$ cat src/rtl/aib_tx_framer.sv
// AIB TX framer: input FIFO feeding an IDLE/TRAIN/MARK/DATA serialiser for the IO buffer data0/data1 pins.
// Optional macro AIB_TX_PRBS_EN replaces the fixed TRAIN pattern with PRBS7.
module aib_tx_framer #(
  parameter int unsigned DW         = 8,
  parameter int unsigned FIFO_DEPTH = 4
) (
  input  logic          i_tx_clk,
  input  logic          i_rst_n,
  input  logic          c_tx_en,
  input  logic          c_ddr_mode,
  input  logic [7:0]    c_train_len,
  input  logic          i_train_req,
  input  logic [DW-1:0] i_data,
  input  logic          i_valid,
  output logic          o_ready,
  output logic          o_tx_data0,
  output logic          o_tx_data1,
  output logic [1:0]    o_state,
  output logic          o_busy
);

  localparam int unsigned AW = (FIFO_DEPTH > 1) ? $clog2(FIFO_DEPTH) : 1;
  localparam int unsigned CW = $clog2(FIFO_DEPTH + 1);
  localparam int unsigned KW = $clog2(DW + 1);

  typedef enum logic [1:0] {
    ST_IDLE  = 2'd0,
    ST_TRAIN = 2'd1,
    ST_MARK  = 2'd2,
    ST_DATA  = 2'd3
  } state_e;

  logic [1:0]    rst_sync_q, rst_sync_d;
  logic          rst_n_int;
  state_e        state_q, state_d;
  logic          pend_q, pend_d;
  logic          ddr_q, ddr_d;
  logic [DW-1:0] sh_q, sh_d;
  logic [KW-1:0] cnt_q, cnt_d;
  logic [7:0]    tcnt_q, tcnt_d;
  logic          d0_q, d0_d, d1_q, d1_d;
  logic          busy_q, busy_d;
  logic [DW-1:0] mem_q [FIFO_DEPTH];
  logic [DW-1:0] mem_d [FIFO_DEPTH];
  logic [AW-1:0] wr_ptr_q, wr_ptr_d, rd_ptr_q, rd_ptr_d;
  logic [CW-1:0] count_q, count_d;

  logic          push, pop;
  logic [DW-1:0] head;
  logic [KW-1:0] cyc_per_word;
  logic [7:0]    len_eff;
  logic          trn_ddr, trn_b0, trn_b1;

  assign rst_n_int    = rst_sync_q[1];
  assign o_ready      = rst_n_int & c_tx_en & (count_q != CW'(FIFO_DEPTH));
  assign push         = i_valid & o_ready;
  assign head         = mem_q[rd_ptr_q];
  assign cyc_per_word = ddr_q ? KW'(DW / 2) : KW'(DW);
  assign len_eff      = (c_train_len == 8'd0) ? 8'd1 : c_train_len;
  assign trn_ddr      = (state_q == ST_TRAIN) ? ddr_q : c_ddr_mode;

`ifdef AIB_TX_PRBS_EN
  logic [6:0] lfsr_q, lfsr_d, trn_src, trn_s1, trn_s2, trn_next;

  function automatic logic [6:0] prbs_step(input logic [6:0] s);
    return {s[5:0], s[6] ^ s[5]};
  endfunction

  // Seed is reloaded for the first TRAIN cycle, so the sequence restarts per burst.
  always_comb begin
    trn_src  = (state_q == ST_TRAIN) ? lfsr_q : 7'h7F;
    trn_s1   = prbs_step(trn_src);
    trn_s2   = prbs_step(trn_s1);
    trn_b0   = trn_s1[0];
    trn_b1   = trn_ddr ? trn_s2[0] : trn_s1[0];
    trn_next = trn_ddr ? trn_s2 : trn_s1;
  end
`else
  assign trn_b0 = 1'b1;
  assign trn_b1 = 1'b0;
`endif

  always_comb begin
    rst_sync_d = {rst_sync_q[0], 1'b1};
    state_d    = state_q;
    pend_d     = pend_q | (i_train_req & c_tx_en);
    ddr_d      = ddr_q;
    sh_d       = sh_q;
    cnt_d      = cnt_q;
    tcnt_d     = tcnt_q;
    d0_d       = 1'b0;
    d1_d       = 1'b0;
    pop        = 1'b0;
`ifdef AIB_TX_PRBS_EN
    lfsr_d     = lfsr_q;
`endif

    case (state_q)
      ST_IDLE: begin
        if (pend_q) begin
          state_d = ST_TRAIN;
          pend_d  = 1'b0;
          tcnt_d  = 8'd1;
          ddr_d   = c_ddr_mode;
          d0_d    = trn_b0;
          d1_d    = trn_b1;
`ifdef AIB_TX_PRBS_EN
          lfsr_d  = trn_next;
`endif
        end else if (count_q != '0) begin
          state_d = ST_MARK;
          ddr_d   = c_ddr_mode;
          d0_d    = 1'b1;
          d1_d    = 1'b1;
        end
      end
      ST_TRAIN: begin
        if (tcnt_q >= len_eff) begin
          state_d = ST_IDLE;
          tcnt_d  = 8'd0;
        end else begin
          tcnt_d  = tcnt_q + 8'd1;
          d0_d    = trn_b0;
          d1_d    = trn_b1;
`ifdef AIB_TX_PRBS_EN
          lfsr_d  = trn_next;
`endif
        end
      end
      ST_MARK, ST_DATA: begin
        // MARK exit and every word boundary share the pop-and-emit path.
        if (state_q == ST_MARK || cnt_q == cyc_per_word) begin
          if (count_q != '0) begin
            pop     = 1'b1;
            state_d = ST_DATA;
            d0_d    = head[0];
            d1_d    = ddr_q ? head[1] : head[0];
            sh_d    = ddr_q ? (head >> 2) : (head >> 1);
            cnt_d   = KW'(1);
          end else begin
            state_d = ST_IDLE;
            cnt_d   = '0;
          end
        end else begin
          d0_d  = sh_q[0];
          d1_d  = ddr_q ? sh_q[1] : sh_q[0];
          sh_d  = ddr_q ? (sh_q >> 2) : (sh_q >> 1);
          cnt_d = cnt_q + KW'(1);
        end
      end
      default: state_d = ST_IDLE;
    endcase

    if (!c_tx_en) begin
      state_d = ST_IDLE;
      pend_d  = 1'b0;
      d0_d    = 1'b0;
      d1_d    = 1'b0;
      pop     = 1'b0;
      sh_d    = '0;
      cnt_d   = '0;
      tcnt_d  = 8'd0;
    end

    mem_d = mem_q;
    if (push) mem_d[wr_ptr_q] = i_data;
    if (!c_tx_en) begin
      wr_ptr_d = '0;
      rd_ptr_d = '0;
      count_d  = '0;
    end else begin
      wr_ptr_d = push ? wr_ptr_q + AW'(1) : wr_ptr_q;
      rd_ptr_d = pop  ? rd_ptr_q + AW'(1) : rd_ptr_q;
      count_d  = count_q + CW'(push) - CW'(pop);
    end

    busy_d = (state_d != ST_IDLE) || (count_d != '0);
  end

  always_ff @(posedge i_tx_clk or negedge i_rst_n) begin
    if (!i_rst_n) rst_sync_q <= '0;
    else          rst_sync_q <= rst_sync_d;
  end

  always_ff @(posedge i_tx_clk or negedge rst_n_int) begin
    if (!rst_n_int) begin
      state_q  <= ST_IDLE;
      pend_q   <= 1'b0;
      ddr_q    <= 1'b0;
      sh_q     <= '0;
      cnt_q    <= '0;
      tcnt_q   <= 8'd0;
      d0_q     <= 1'b0;
      d1_q     <= 1'b0;
      busy_q   <= 1'b0;
      mem_q    <= '{default: '0};
      wr_ptr_q <= '0;
      rd_ptr_q <= '0;
      count_q  <= '0;
`ifdef AIB_TX_PRBS_EN
      lfsr_q   <= 7'h7F;
`endif
    end else begin
      state_q  <= state_d;
      pend_q   <= pend_d;
      ddr_q    <= ddr_d;
      sh_q     <= sh_d;
      cnt_q    <= cnt_d;
      tcnt_q   <= tcnt_d;
      d0_q     <= d0_d;
      d1_q     <= d1_d;
      busy_q   <= busy_d;
      mem_q    <= mem_d;
      wr_ptr_q <= wr_ptr_d;
      rd_ptr_q <= rd_ptr_d;
      count_q  <= count_d;
`ifdef AIB_TX_PRBS_EN
      lfsr_q   <= lfsr_d;
`endif
    end
  end

  assign o_tx_data0 = d0_q;
  assign o_tx_data1 = d1_q;
  assign o_state    = state_q;
  assign o_busy     = busy_q;

endmodule

$ cat config.mk
export PLATFORM = sky130hd
export DESIGN_NAME = aib_tx_framer
export DESIGN_NICKNAME = d
export VERILOG_FILES = /design/src/rtl/aib_tx_framer.sv
export SDC_FILE = /design/constraint.sdc
export NUM_CORES = 1
export LEC_CHECK = 0
export ABC_AREA = 1
export BUFFER_PORTS_ARGS = -buffer_cell sky130_fd_sc_hd__buf_2
export CAP_MARGIN = 30
export CORE_MARGIN = 5
export CORE_UTILIZATION = 60
export CTS_CLUSTER_SIZE = 28
export DETAILED_ROUTE_END_ITERATION = 7
export GPL_TIMING_DRIVEN = 0
export PLACE_DENSITY_LB_ADDON = 0.3
export SLEW_MARGIN = 20
export SYNTH_ARGS = -nofsm -noshare
export SYNTH_HDL_FRONTEND = slang
export SYNTH_SLANG_ARGS = --single-unit
$ cat constraint.sdc
create_clock -name i_tx_clk -period 3.34 [get_ports i_tx_clk]
set_input_delay 0.167 -clock i_tx_clk [delete_from_list [all_inputs] [get_ports i_tx_clk]]
set_output_delay 0.167 -clock i_tx_clk [all_outputs]
set_load 0.01 [all_outputs]
# Word-level counts from Yosys, hierarchy flattened
# Index checks and enable logic that the tools add are counted.
[totals] register_bits=68 output_inout_bits=6 inputBits=22
[op_classes] reduce_logical=13 eq_ne=11 bitwise=7 n_addsub=6 magnitude_cmp=4 n_mux=56
[op_table] operator="2-to-1 mux 8 bit" n=11
[op_table] operator="bitwise mux 32 bit" n=1
[op_table] operator="2-to-1 mux 1 bit" n=21
[op_table] operator="2-to-1 mux 2 bit" n=10
[op_table] operator="binary-select mux 8 bit (select 2 bit)" n=1
[op_table] operator="demux 8 bit (select 2 bit)" n=1
[op_table] operator="2-to-1 mux 4 bit" n=4
[op_table] operator="case mux 8 bit (2 select lines)" n=1
[op_table] operator="2-to-1 mux 7 bit" n=2
[op_table] operator="!= test 3 bit (second input constant)" n=3
[op_table] operator="adder 8 x 1 -> 8 bit (second input constant)" n=1
[op_table] operator="greater-or-equal comparator 8 bit" n=1
[op_table] operator="logical NOT 8 bit" n=1
[op_table] operator="greater-or-equal comparator 3 bit (second input constant)" n=2
[op_table] operator="!= test 2 x 1 -> 1 bit (second input constant)" n=3
[op_table] operator="NOT 2 -> 3 bit" n=2
[op_table] operator="case mux 1 bit (3 select lines)" n=2
[op_table] operator="case mux 2 bit (3 select lines)" n=1
[op_table] operator="AND reduction 2 bit" n=3
[op_table] operator="nonzero test 3 bit" n=2
[op_table] operator="adder 2 x 1 -> 2 bit (second input constant)" n=2
[op_table] operator="adder 4 x 1 -> 4 bit (second input constant)" n=1
[op_table] operator="bitwise AND 1 bit" n=4
[op_table] operator="equality test 2 bit (second input constant)" n=2
[op_table] operator="13 further kinds" n=15

# Logic depth before layout (Yosys ltp)
[depth] depth_word=10 ltp_mapped=19 ltp_nobuf=18

# Worst setup path after synthesis
# No wires, ideal clock.
[synth_path] path_kind="flip-flop to flip-flop" startpoint="reg rst_sync_q[1]" endpoint="reg busy_q (netlist: o_busy)" required_ns=3.221 n_path_buf=2 synth_period_minus_slack_ns=3.911 setup_ns=0.119 t_arrival_ns=3.792 path_stages_with_launch=16 slack_ns=-0.571 path_cell_list="dfrtp_1 nand2_2 a21oi_4 nand2_2 buf_6 buf_6 ha_1 inv_1 ha_1 inv_1 fa_1 nor2_1 nor2_1 o21ai_0 a21oi_1 nand2_1"
[synth_between] elab_chain_len=8
[synth_rtl] item="start: declaration" line="33" rtl="logic [1:0] rst_sync_q, rst_sync_d;"
[synth_rtl] item="start signal: assignment" line="182" rtl="else rst_sync_q <= rst_sync_d;"
[synth_rtl] item="bitwise AND 1 bit (2 in series)" line="55" rtl="assign o_ready = rst_n_int & c_tx_en & (count_q != CW'(FIFO_DEPTH));"
[synth_rtl] item="named net o_ready" line="15" rtl="output logic o_ready,"
[synth_rtl] item="bitwise AND 1 bit" line="56" rtl="assign push = i_valid & o_ready;"
[synth_rtl] item="adder 3 x 1 -> 3 bit" line="174" rtl="count_d = count_q + CW'(push) - CW'(pop);"
[synth_rtl] item="subtractor 3 x 1 -> 3 bit" line="174"
[synth_rtl] item="2-to-1 mux 3 bit" line="167" rtl="if (!c_tx_en) begin"
[synth_rtl] item="named net count_d[1]" line="46" rtl="logic [CW-1:0] count_q, count_d;"
[synth_rtl] item="nonzero test 3 bit" line="177" rtl="busy_d = (state_d != ST_IDLE) || (count_d != '0);"
[synth_rtl] item="logical OR 1 bit" line="177"
[synth_rtl] item="named net busy_d" line="42" rtl="logic busy_q, busy_d;"
[synth_rtl] item="end signal: assignment" line="212" rtl="busy_q <= busy_d;"
[synth_rtl] item="end: declaration" line="42"
# The timed path passes the listed nets, and every way through them passes these cells.
# A chain may end at the register's enable or synchronous reset.

# Worst setup path after layout
[layout_path] startpoint="reg rst_sync_q[1]" endpoint="reg busy_q (netlist: o_busy)"
[layout_between] elab_chain_len=8
[layout_rtl] item="bitwise AND 1 bit (2 in series)" line="55"
[layout_rtl] item="bitwise AND 1 bit" line="56"
[layout_rtl] item="adder 3 x 1 -> 3 bit" line="174"
[layout_rtl] item="subtractor 3 x 1 -> 3 bit" line="174"
[layout_rtl] item="2-to-1 mux 3 bit" line="167"
[layout_rtl] item="named net count_d[1]" line="46"
[layout_rtl] item="nonzero test 3 bit" line="177"
[layout_rtl] item="logical OR 1 bit" line="177"
[layout_rtl] item="named net busy_d" line="42"
# The timed path passes the listed nets, and every way through them passes these cells.

==> results by group <==
Status
  – Status: finished clean

Layout
  – Layout Area Growth over Synthesis: 13.4%
  – Commonest cells after routing, fill and taps aside: nand2_1, dfrtp_1, inv_1
  – Diodes inserted: 0
  – Final #Nets: a little under 600
  – Non-filler instance count after layout: ~630
  – Final core utilization: 0.694
  – Layout cell share with drive strength beyond 1: 0.138
  – Commonest non-fill, non-tap cell in the layout: nand2_1

Place
  – RePlAce Congestion: 0.845
  – Placed Cells: about 600
  – Port-buffer cells: 26
  – DPL Wire Length: 6180 µm

Synthesis
  – Synth top area share: 0.437
  – Number of synthesized flops with an enable pin: 0
  – Sequential-to-total area share from yosys stat: 0.437
  – Main flop type after synthesis: dfrtp_1
  – FF+latch count, synth: 67
  – Synth top area cells: dfrtp_1, nand2_1, inv_1
  – Top cell type by total area after synthesis: dfrtp_1
  – Async set-or-reset flop fraction in the synthesized netlist: 1.00
  – Ys Warns: 0
  – Post-synthesis average cell area: 7.57 µm²
  – Post-synth cell types: 35
  – Net Count, Synth: 547
  – Gate Count Post-Synth: approximately 500
  – Synthesized cell area: around 0.0038 mm²

Route
  – Vias: ~3400
  – Initial DRC Count: about 140
  – WL final: 8340 µm
  – Routed Antenna Nets: 0
  – Drt first pass iters: 5
  – Vias per inst: 5.34
  – DR WL/cell: 13.3 µm
  – Residual DRC count: 0

Clock network
  – CTS resizes: 0
  – CTS Buffer Depth: 2
  – Post-CTS Setup Inserts: 0
  – CTS Buf Count: 9
  – CTS tree: built
  – Worst-path clk slew: 0.07 ns
  – Sink Count: 67
  – CTS root buf: clkbuf_8
  – CTS H-tree lvls: 3
  – Clock Latency Late Sink: 0.35 ns

GRT
  – Total track usage: 0.220
  – M2 GR Usage: 0.376
  – Global route overflow: 0
  – GR Util met3: 0.0434
  – Initial antenna violation count: 0
  – Vias in the first global route: 3329
  – GR Util met1: 0.275
  – First-pass GRT wire length: 14900 µm
  – Largest net degree at the start of global routing: 46
  – Top Usage Layer GRT: met2

Worst setup path
  – Setup crit start kind: flip-flop
  – Crit Path Category: reg2reg
  – Req. time, crit path: 3.57 ns
  – Worst path buffer plus inverter count: 4
  – Arrival @ worst endpoint: 3.18 ns
  – RR Startpoint: rst_sync_q[1]
  – Worst Setup SP: rst_sync_q[1]
  – Critical R2R Capture: o_busy
  – Critical path endpoint: o_busy
  – Max stage delay on crit path: between 0.6 and 0.7 ns
  – FF-to-FF setup slack: 0.39 ns
  – CP Max Fanout: 22
  – CP delay by family, top: adder cells
  – Stages on the worst setup path: 15
  – Slowest library cell on the worst path: dfrtp_4
  – Critical Path Sink Type: flip-flop
  – R2R depth: 15
  – CP Cell Sequence: nand2_2, a21oi_4, nand2_2, buf_6, buf_6, ha_1, inv_1, ha_1, inv_1, fa_1, nor2_1, nor2_1, o21ai_0, a21oi_1, nand2_1

Floorplan
  – Die Height: 90.0 µm
  – DIE AREA: 0.00810 mm²
  – Initial Util: 0.612
  – Site row count: 29
  – Top-level port count: 28
  – Core ar.: 0.00628 mm²
  – Die width: ~90 µm

Power and ir drop
  – Psw: slightly above 0.8 mW
  – Leak: 2.28 nW
  – Pwr Density: roughly 570 mW/mm²
  – Clock share of power: 0.335
  – Peak VDD IR: 0.391 mV
  – Reg power frac: 0.402
  – Sw Share: 0.326
  – Logic gate share of total power: 0.262
  – Int Pwr: 1.68 mW

Flow run
  – Number of max-cap violations: 0

Timing
  – Min cycle time layout: 2.95 ns
  – Final Skew: ~0.010 ns
  – Fmax: 339 MHz
  – Worst-Margin Slew: 0.546 ns
  – Fin crit share: 0.884
  – Hold Violations, Final: 0
  – Final setup violation count: 0
  – Max-slew headroom: 0.636
  – Slew Viols, Final: 0
  – RSZ-0062 raised after global routing: no

Min path
  – Hold_sp: i_train_req
  – Min-Delay Path Class: in2reg
## worst register-to-register path: stages (launching register included)
cell and delay (ns):
dfrtp_4 0.63, nand2_2 0.12, a21oi_4 0.17, nand2_2 0.14, buf_6 0.17, buf_6 0.14
ha_1 0.26, inv_1 0.05, ha_1 0.12, inv_1 0.04, fa_1 0.47, nor2_1 0.06
nor2_1 0.13, o21ai_0 0.11, a21oi_1 0.13, nand2_1 0.09
## power by group through the flow
stage               combinational, mW  clock, mW  sequential (mW)
floorplan                       0.469          0             1.02
global placement                0.613          0             1.02
detailed placement              0.646          0             1.02
CTS                             0.653      0.838             1.00
global route                    0.752      0.879             1.02
finish                          0.652      0.834             1.00
## per-layer routing
metal  vias to the layer above  wire length [µm]
met5                         -                 0
met2                        88              4120
met1                      1566              3660
met4                         0               125
met3                        14               434
li1                       1683                 -
## per-stage QoR
step | instance area [µm²] | worst slack, ns | power [mW] | hold slack, ns | TNS, ns
after global placement | 4070 | -0.432 | 1.63 | -0.0491 | -0.524
after detailed placement | 4100 | 0.360 | 1.66 | -0.0468 | 0
after CTS | 4350 | 0.338 | 2.49 | 0.0346 | 0
after floorplan | 3840 | 0.101 | 1.49 | -0.129 | 0
after global routing | 4350 | 0.147 | 2.65 | 0.0413 | 0
final | 4350 | 0.388 | 2.49 | 0.0447 | 0
## area by class of cell
| cell class | instances | area, µm² |
|---|---|---|
| plain buffers | 18 | 133 |
| inverters | 65 | 244 |
| fillers | 538 | 1920 |
| clock buffers | 9 | 124 |
| flip-flops and latches | 67 | 1680 |
| clock inverters | 7 | 124 |
| multi-input cells | 357 | 1790 |
| repair buffers | 28 | 168 |
| well taps | 77 | 96.3 |
## state kept, by name (all words and copies together), names as in the netlist
signal	count
o_state	2
cnt_q	4
o_tx_data0	1
rst_sync_q	2
sh_q	7
rd_ptr_q	2
count_q	3
ddr_q	1
o_busy	1
mem_q	32
o_tx_data1	1
pend_q	1
tcnt_q	8
wr_ptr_q	2
## synthesized netlist by cell type, types with 2 or more instances
| library cell | n |
|---|---|
| a21oi_1 | 16 |
| a21oi_2 | 2 |
| buf_2 | 4 |
| buf_4 | 4 |
| buf_6 | 6 |
| clkbuf_1 | 3 |
| dfrtp_1 | 67 |
| ha_1 | 17 |
| inv_1 | 63 |
| nand2_1 | 170 |
| nand2_2 | 4 |
| nand3_1 | 43 |
| nand4_1 | 6 |
| nor2_1 | 27 |
| nor2_2 | 4 |
| nor2_4 | 2 |
| o211ai_1 | 7 |
| o21ai_0 | 35 |
| o21ai_1 | 9 |
| or2_2 | 2 |
| xor2_1 | 2 |
## logic make-up (layout without fill, tap and decap cells)
logic type / after synthesis / in the layout / synth area share
and+or+nand+nor: 260 / 260 / 0.286
buffers and inverters: 83 / 127 / 0.0981
AOI/OAI and AO/OA: 74 / 74 / 0.109
DFF: 67 / 67 / 0.437
adders and majority gates: 18 / 18 / 0.0606
xor gates and xnor gates: 3 / 3 / 0.00685
other: 1 / 1 / 0.000977
muxes: 1 / 1 / 0.00261
## timing repair
action / CTS / global route
hold buffers: 1 / 0
hold endpoints to repair: 2 / 0
endpoints found under the setup margin: 0 / 0
## worst min-delay path by stage
stage	end	slack [ns]	cells past startpoint
after floorplan	rst_sync_q[0]	-0.13	0
after global placement	rst_sync_q[0]	-0.05	1
after detailed placement	rst_sync_q[0]	-0.05	1
after CTS	pend_q	0.03	3
after global routing	pend_q	0.04	3
final	pend_q	0.04	3
No activity file was read; power rests on OpenSTA's default activity.
